## src/rtl/bcd_countdown_pkg.sv

```systemverilog
// bcd_countdown_pkg: shared state encoding and BCD digit types for the countdown timer
package bcd_countdown_pkg;
    typedef enum logic [1:0] {ST_IDLE, ST_RUN, ST_PAUSE, ST_ALARM} state_e;
    typedef logic [3:0] bcd_t;
    localparam bcd_t BCD_MAX = 4'd9;
endpackage

```

## src/rtl/sec_prescaler.sv

```systemverilog
// sec_prescaler: one-clk tick every TICKS_PER_SEC enabled cycles, count held while disabled
module sec_prescaler #(
    parameter int TICKS_PER_SEC = 100000000
) (
    input  logic clk,
    input  logic reset,
    input  logic clr,
    input  logic en,
    output logic tick
);
    localparam int W = $clog2(TICKS_PER_SEC);
    logic [W-1:0] cnt_q, cnt_d;
    assign tick = en && cnt_q == W'(TICKS_PER_SEC - 1);
    always_comb cnt_d = (clr || tick) ? '0 : en ? cnt_q + W'(1) : cnt_q;
    always_ff @(posedge clk or posedge reset)
        if (reset) cnt_q <= '0;
        else       cnt_q <= cnt_d;
endmodule

```

## src/rtl/bcd_countdown.sv

```systemverilog
// bcd_countdown: loads a validated BCD mm/ss value, counts it down once per second and raises a timed alarm
module bcd_countdown
    import bcd_countdown_pkg::*;
#(
    parameter int TICKS_PER_SEC = 100000000,
    parameter int ALARM_SEC     = 3
) (
    input  logic       clk,
    input  logic       reset,
    input  logic       allow_start,
    input  logic [3:0] ld_tens,
    input  logic [3:0] ld_ones,
    input  logic       pause_req,
    input  logic       cancel,
    output logic [3:0] cnt_tens,
    output logic [3:0] cnt_ones,
    output logic       running,
    output logic       paused,
    output logic       done,
    output logic       alarm
);
    localparam int AW = $clog2(ALARM_SEC + 1);
    state_e        state_q, state_d;
    bcd_t          tens_q, tens_d, ones_q, ones_d;
    logic [AW-1:0] acnt_q, acnt_d;
    logic          done_q, done_d, running_q, paused_q, alarm_q;
    logic [2:0]    sync_q;
    logic [1:0]    vld_q;
    logic          armed_q, start_p, take, tick;
    // armed only after a genuine low level has been synchronized, so a level already high at reset release never starts
    assign start_p = sync_q[1] && !sync_q[2] && armed_q;
    assign take    = start_p && ld_tens <= BCD_MAX && ld_ones <= BCD_MAX && {ld_tens, ld_ones} != 8'h00;
    sec_prescaler #(.TICKS_PER_SEC(TICKS_PER_SEC)) u_pre (
        .clk   (clk),
        .reset (reset),
        .clr   (cancel || take),
        .en    (state_q == ST_RUN || state_q == ST_ALARM),
        .tick  (tick)
    );
    always_comb begin
        state_d = state_q;
        tens_d  = tens_q;
        ones_d  = ones_q;
        acnt_d  = acnt_q;
        done_d  = 1'b0;
        if (cancel) begin
            state_d = ST_IDLE;
            tens_d  = '0;
            ones_d  = '0;
        end else if (take) begin
            state_d = ST_RUN;
            tens_d  = ld_tens;
            ones_d  = ld_ones;
        end else if (pause_req && (state_q == ST_RUN || state_q == ST_PAUSE)) begin
            state_d = state_q == ST_RUN ? ST_PAUSE : ST_RUN;
        end else if (tick && state_q == ST_RUN) begin
            ones_d = ones_q != '0 ? ones_q - 4'd1 : BCD_MAX;
            tens_d = ones_q != '0 ? tens_q : tens_q - 4'd1;
            if (tens_q == '0 && ones_q == 4'd1) begin
                state_d = ST_ALARM;
                done_d  = 1'b1;
                acnt_d  = AW'(ALARM_SEC);
            end
        end else if (tick && state_q == ST_ALARM) begin
            acnt_d  = acnt_q - AW'(1);
            state_d = acnt_q == AW'(1) ? ST_IDLE : ST_ALARM;
        end
    end
    always_ff @(posedge clk or posedge reset) begin
        if (reset) begin
            state_q   <= ST_IDLE;
            tens_q    <= '0;
            ones_q    <= '0;
            acnt_q    <= '0;
            done_q    <= 1'b0;
            running_q <= 1'b0;
            paused_q  <= 1'b0;
            alarm_q   <= 1'b0;
            sync_q    <= '0;
            vld_q     <= '0;
            armed_q   <= 1'b0;
        end else begin
            state_q   <= state_d;
            tens_q    <= tens_d;
            ones_q    <= ones_d;
            acnt_q    <= acnt_d;
            done_q    <= done_d;
            running_q <= state_d == ST_RUN;
            paused_q  <= state_d == ST_PAUSE;
            alarm_q   <= state_d == ST_ALARM;
            sync_q    <= {sync_q[1:0], allow_start};
            vld_q     <= {vld_q[0], 1'b1};
            armed_q   <= armed_q || (vld_q[1] && !sync_q[1]);
        end
    end
    assign cnt_tens = tens_q;
    assign cnt_ones = ones_q;
    assign running  = running_q;
    assign paused   = paused_q;
    assign done     = done_q;
    assign alarm    = alarm_q;
endmodule

```

## config.mk

```make
export PLATFORM = sky130hd
export DESIGN_NAME = bcd_countdown
export DESIGN_NICKNAME = d
export VERILOG_FILES = /design/src/rtl/bcd_countdown_pkg.sv /design/src/rtl/sec_prescaler.sv /design/src/rtl/bcd_countdown.sv
export SDC_FILE = /design/constraint.sdc
export NUM_CORES = 1
export LEC_CHECK = 0
export BUFFER_PORTS_ARGS = -buffer_cell sky130_fd_sc_hd__buf_2
export CAP_MARGIN = 0
export CORE_MARGIN = 5
export CORE_UTILIZATION = 53
export CTS_BUF_LIST = sky130_fd_sc_hd__clkbuf_16
export DETAILED_ROUTE_END_ITERATION = 7
export MAX_ROUTING_LAYER = met4
export PLACE_DENSITY = 0.75
export SLEW_MARGIN = 10
export SYNTH_ARGS = -nofsm -noshare
export SYNTH_HDL_FRONTEND = slang
export SYNTH_SLANG_ARGS = --single-unit
```

## constraint.sdc

```tcl
create_clock -name clk -period 2.1 [get_ports clk]
set_input_delay 0.105 -clock clk [delete_from_list [all_inputs] [get_ports clk]]
set_output_delay 0.105 -clock clk [all_outputs]
set_load 0.02 [all_outputs]
```

---- Word-level counts from Yosys, hierarchy flattened ----
Index checks and enable logic that the tools add are counted.
storage, ports and cells
  input bits .............................. 13
  register bits ........................... 49
  logic and storage cells ................. 88
  output and inout port bits .............. 12
cells by class
  reduce and logical (&&, ||, !) cells .... 27
  mux-type cells .......................... 28
  equal/unequal tests ..................... 12
  $lt $le $gt $ge ......................... 2
  bitwise gates (word level) .............. 3
  add/sub/neg operators ................... 4
operator list
  cell                                                                    number
  27-bit 2-to-1 mux                                                       2
  4-bit 2-to-1 mux                                                        10
  27-bit by 1-bit adder with 27-bit output (second input constant)        1
  27-bit equality test (second input constant)                            1
  2-bit 2-to-1 mux                                                        11
  1-bit logical AND                                                       11
  2-bit equality test (second input constant)                             4
  4-bit less-or-equal comparator (second input constant)                  2
  8-bit nonzero test                                                      1
  4-bit by 1-bit subtractor with 4-bit output (second input constant)     2
  2-bit by 1-bit equality test with 1-bit output (second input constant)  3
  3-bit != test (second input constant)                                   2
  1-bit logical OR                                                        5
  1-bit 2-to-1 mux                                                        5
  5-bit AND reduction                                                     1
  4-bit by 1-bit equality test with 1-bit output (second input constant)  1
  4-bit zero test                                                         1
  2-bit nonzero test                                                      2
  4-bit nonzero test                                                      1
  1-bit NOT                                                               3
  3-bit AND reduction                                                     1
  3-bit nonzero test                                                      1
  1-bit zero test                                                         2
  2-bit by 1-bit != test with 1-bit output (second input constant)        1
  other kinds (2)                                                         2

---- Depth between registers and ports, before layout ----
  depth after elaboration ................. 10
  depth in mapped cells ................... 10
  mapped depth without buffers ............ 7

---- By module ----
A second synthesis with hierarchy kept.
unflattened totals
  cell total of the unflattened synthesis .. 273
  area total of the unflattened synthesis .. 2637.5 um^2
by module, submodules not included
  module         sequential area each (um^2)  area each (um^2)  instances  cells each
  sec_prescaler  675.6                        1460.2            1          157
  bcd_countdown  550.5                        1177.4            1          116

---- Worst setup path before layout ----
No wires, ideal clock.
  path type ............................... reg-to-reg
  start ................................... register state_q[1]
  end ..................................... register paused_q (netlist: paused)
  setup time .............................. 0.120 ns
  cell stages (with the launch flop) ...... 9
  buffers on the path ..................... 1
  setup slack ............................. 0.069 ns
  data required time ...................... 1.980 ns
  arrival time ............................ 1.911 ns
  period minus slack after synthesis ...... 2.031 ns
  cells stage by stage .................... dfrtp_1 -> inv_1 -> ha_1 -> buf_2 -> o2111a_2 -> nand3_4 -> or3_4 -> o211a_2 -> o211a_1
between the ends
  longest elaborated chain between the ends .. 10
  elaborated cells on any way between the ends .. 17
  those cells by class .................... eq/ne: 4; mux: 7; reduce/logical: 6
RTL lines
  item                                                                                          RTL line             RTL
  start: declaration                                                                            bcd_countdown.sv:23  state_e state_q, state_d;
  start signal: assignment                                                                      bcd_countdown.sv:83  state_q <= state_d;
  2-bit by 1-bit equality test with 1-bit output / 2-bit equality test (equally long branches)  n/a
  1-bit logical OR                                                                              bcd_countdown.sv:37  .en (state_q == ST_RUN || state_q == ST_ALARM),
  1-bit logical AND                                                                             sec_prescaler.sv:13  assign tick = en && cnt_q == W'(TICKS_PER_SEC - 1);
  1-bit logical AND                                                                             bcd_countdown.sv:64  end else if (tick && state_q == ST_ALARM) begin
  2-bit 2-to-1 mux                                                                              bcd_countdown.sv:64
  2-bit 2-to-1 mux                                                                              bcd_countdown.sv:56  end else if (tick && state_q == ST_RUN) begin
  2-bit 2-to-1 mux (*)                                                                          bcd_countdown.sv:54  end else if (pause_req && (state_q == ST_RUN || state_q == ST_PAUSE)) begin
  2-bit 2-to-1 mux (*)                                                                          bcd_countdown.sv:50  end else if (take) begin
  2-bit 2-to-1 mux (*)                                                                          bcd_countdown.sv:46  if (cancel) begin
  2-bit equality test (*)                                                                       bcd_countdown.sv:89  paused_q <= state_d == ST_PAUSE;
  end signal: assignment                                                                        bcd_countdown.sv:77  paused_q <= 1'b0;
  end signal: assignment                                                                        bcd_countdown.sv:89
  end: declaration                                                                              bcd_countdown.sv:26  logic done_q, done_d, running_q, paused_q, alarm_q;
Mark *: on every way between the ends. The rest lies on a longest branch, timed or not.
A chain may end at the register's enable or synchronous reset.

---- Worst setup path after layout ----
Ends and elaborated chain as after synthesis.

==> qor.csv <==
stage,metric,value,unit
run_status,status,"complete, no violations",
sta,fin crit period,1.983,ns
yosys,ranking of synthesized cells by area,"dfrtp_1 46%, xnor2_1 7.5%, nor2_1 6.2%",
job,max_cap viols,0,
floorplan,initial core utilization,0.5543,
critical_path,Worst R2R Start,state_q[1],
place,detailed-placement wirelength estimate,3.821,mm
critical_path,R2R cell count,8,
floorplan,# IOs,25,
critical_path,crit path launch,state_q[1],
global_routing,global-route wire length before repair,9.039,mm
route,vias after detailed routing,2060,
cells_and_area,share of cells above drive strength 1,0.2098,
pwr,power per cell area,656.7,nW/um^2
critical_path,RR Endpoint,paused,
critical_path,critical path's largest stage delay,0.41,ns
sta,"Setup violations, final",0,
clock_tree,clk_lat worst skew,0.28,ns
critical_path,slowest cell on the critical path,dfrtp_1,
floorplan,Die X,80.98,um
clock_tree,clock sinks,49,
sta,Max Clk Rate,504.3,MHz
yosys,Syn Area/Cell,10.04,um^2
route,WL/cell,14.66,um
yosys,share of the synthesized area in the top cell type,0.4592,
critical_path,data required time of the critical path,2.27,ns
clock_tree,Num CTS Buffers,5,
clock_tree,CTS tree,yes,
cells_and_area,Nets,323,
yosys,register area share after synthesis,0.4592,
cells_and_area,# diodes,0,
yosys,Yosys reg bits,49,
sta,final worst path period share,0.9442,
place,PortBufs,24,
sta,worst relative slew slack,0.5601,
critical_path,CP Class,flip-flop to flip-flop,
yosys,"Async S/R FF share, synth",1.000,
critical_path,most frequent CP cell,inv_1,
clock_tree,H-Tree Depth,2,
floorplan,chip height,80.98,um
global_routing,vias in the first global route,1899,
sta,Worst Hold Margin,0.1163,ns
yosys,Ys Warns,0,
critical_path,Worst Setup End Kind,flip-flop,
clock_tree,Root Buffer,clkbuf_16,
sta,number of max-slew violations in the final report,0,
route,post-route ant nets,0,
route,iteration-0 DRC count of the detailed router,106,
cells_and_area,fin util,0.6486,
critical_path,Arrival @ worst endpoint,2.15,ns
yosys,net count after synthesis,285,
yosys,"area leader, netlist",dfrtp_1,
global_routing,initial antenna violation count,0,
route,DRC,0,
place,routability cong.,0.8480,
critical_path,CP max FO,9,
floorplan,core outline area,4817,um^2
yosys,synthesized instance count,266,
route,TritonRoute pass-1 iters,4,
pwr,Peak VDD IR,475.0,uV
yosys,synth unique cells,53,
yosys,post-synthesis cell area,2670,um^2
sta,Worst Tran Pin Value,0.6539,ns
route,final WL,5.453,mm
global_routing,all-layer global routing usage,0.1848,
sta,Layout Skew,0.004436,ns
critical_path,Reg2Reg Setup Slack,0.12,ns
pwr,leak pwr,1.345,nW
yosys,"EDFF count, synth",0,
critical_path,startpoint types,flip-flop,
worst_hold_path,Worst Hold Class,input pin to flip-flop,
yosys,dominant synthesized flop cell,dfrtp_1,
clock_tree,Max Buffers Root-to-Sink,2,
floorplan,Rows,25,
sta,Hold Fails Final Rpt,0,
global_routing,global route overflow,0,
critical_path,Critical Path End,paused,
floorplan,die footprint,6557,um^2
critical_path,CP Cell Sequence,"inv_1, ha_1, buf_4, inv_1, a41o_1, nor3b_2, o211a_2, o211a_1",
clock_tree,clock transition at the registers of the reported paths,0.06,ns
cells_and_area,P&R area growth vs syn,17.01,%
route,via-per-instance ratio,5.538,
global_routing,largest net degree at the start of global routing,28,
==> worst max-delay path: cells and delay by family, from the launching register on <==
family | cells | cell delay, ns
AO/OA/AOI/OAI | 3 | 0.72
AND/OR/NAND/NOR | 1 | 0.18
adder cells (fa/ha/maj) | 1 | 0.19
flip-flops | 1 | 0.41
buffers and inverters | 3 | 0.38
==> repair_timing <==
| action | in CTS | in global routing |
|---|---|---|
| buffers inserted | 0 | 1 |
| gates resized for setup | 0 | 3 |
| hold buffers | 2 | 0 |
| endpoints found under the setup margin | 0 | 11 |
| hold endpoints to repair | 25 | 0 |
==> worst min path at each step <==
| stage | from | endpoint | slack, ns | depth (start not counted) |
|---|---|---|---|---|
| final | ld_ones[0] | cnt_ones[0] | 0.12 | 3 |
| after global routing | ld_ones[1] | cnt_ones[1] | 0.14 | 3 |
| after CTS | ld_ones[0] | cnt_ones[0] | 0.12 | 3 |
| after detailed placement | reset | sync_q[0] | 0.18 | 2 |
| after global placement | reset | sync_q[0] | 0.18 | 2 |
| after floorplan | allow_start | sync_q[0] | 0.14 | 0 |
==> flip-flops by register name, summed over array words and instances, names as in the netlist <==
register     flops
u_pre.cnt_q     27
cnt_ones         4
cnt_tens         4
sync_q           3
acnt_q           2
state_q          2
vld_q            2
alarm            1
armed_q          1
done             1
paused           1
running          1
==> cell type report <==
cell class	instances	area, um^2
Fill cell	410	1693
Clock buffer	5	125.1
Tap cell	67	83.83
Sequential cell	49	1226
Clock inverter	3	37.54
Multi-Input combinational cell	198	1360
Inverter	11	41.29
Timing Repair Buffer	39	250.2
==> routing by layer <==
| metal | part of all wire | routed length (um) | GRT usage | vias up |
|---|---|---|---|---|
| met3 | 0.043 | 236 | 0.04213 | 6 |
| met1 | 0.47 | 2583 | 0.2504 | 999 |
| met2 | 0.47 | 2567 | 0.2775 | 41 |
| li1 | - | - | - | 1014 |
| met5 | 0 | 0 | - | - |
| met4 | 0.012 | 65 | 0.05574 | 0 |
==> report_power, final <==
group | switching (mW) | internal, mW
combinational | 0.123 | 0.0708
sequential | 0.0187 | 0.963
clock | 0.324 | 0.553
==> cell usage in the layout, fill, tap and decap left out, types with 4 or more instances in the layout <==
cell type	n
nand2_1	14
nand3_1	9
buf_4	12
xor2_1	7
nand4_1	6
nor3_1	12
xnor2_1	23
dfrtp_1	49
nor4_1	4
clkbuf_16	5
buf_2	24
o21ai_0	6
a211oi_1	6
nor2_1	44
ha_1	6
and4_1	5
a21oi_1	5
inv_1	11
==> stage by stage <==
step	cells	total power [mW]	cell area [um^2]	TNS, ns	worst slack [ns]
detailed placement	361	1.184	2920	0	0.07913
global route	372	2.126	3124	-0.02409	-0.01476
floorplan	266	1.121	2670	0	0.06874
finish	372	2.052	3124	0	0.1172
global placement	361	1.182	2920	0	0.08021
CTS	371	2.059	3103	0	0.03795
==> synthesized netlist by cell type, types with 4 or more instances <==
cell,n
a211oi_1,6
nand2b_1,4
inv_1,11
xnor2_1,23
xor2_1,7
nor2_1,44
and4_1,5
nor4_1,4
nand3_1,10
nand4_1,6
a21oi_1,5
nand2_1,14
ha_1,6
nor3_1,12
o21ai_0,6
dfrtp_1,49
==> kinds of logic (layout without fill, tap and decap cells) <==
| kind of cell | Yosys count | count (layout) | synth area share |
|---|---|---|---|
| and+or+nand+nor | 126 | 126 | 0.2741 |
| DFF | 49 | 49 | 0.4592 |
| AOI/OAI and AO/OA | 34 | 34 | 0.09841 |
| xor gates and xnor gates | 30 | 30 | 0.09841 |
| buffers and inverters | 19 | 58 | 0.03655 |
| adders and majority gates | 6 | 6 | 0.02812 |
| other | 1 | 1 | 0.001404 |
| muxes | 1 | 1 | 0.003749 |
No activity file was read; power rests on OpenSTA's default activity.
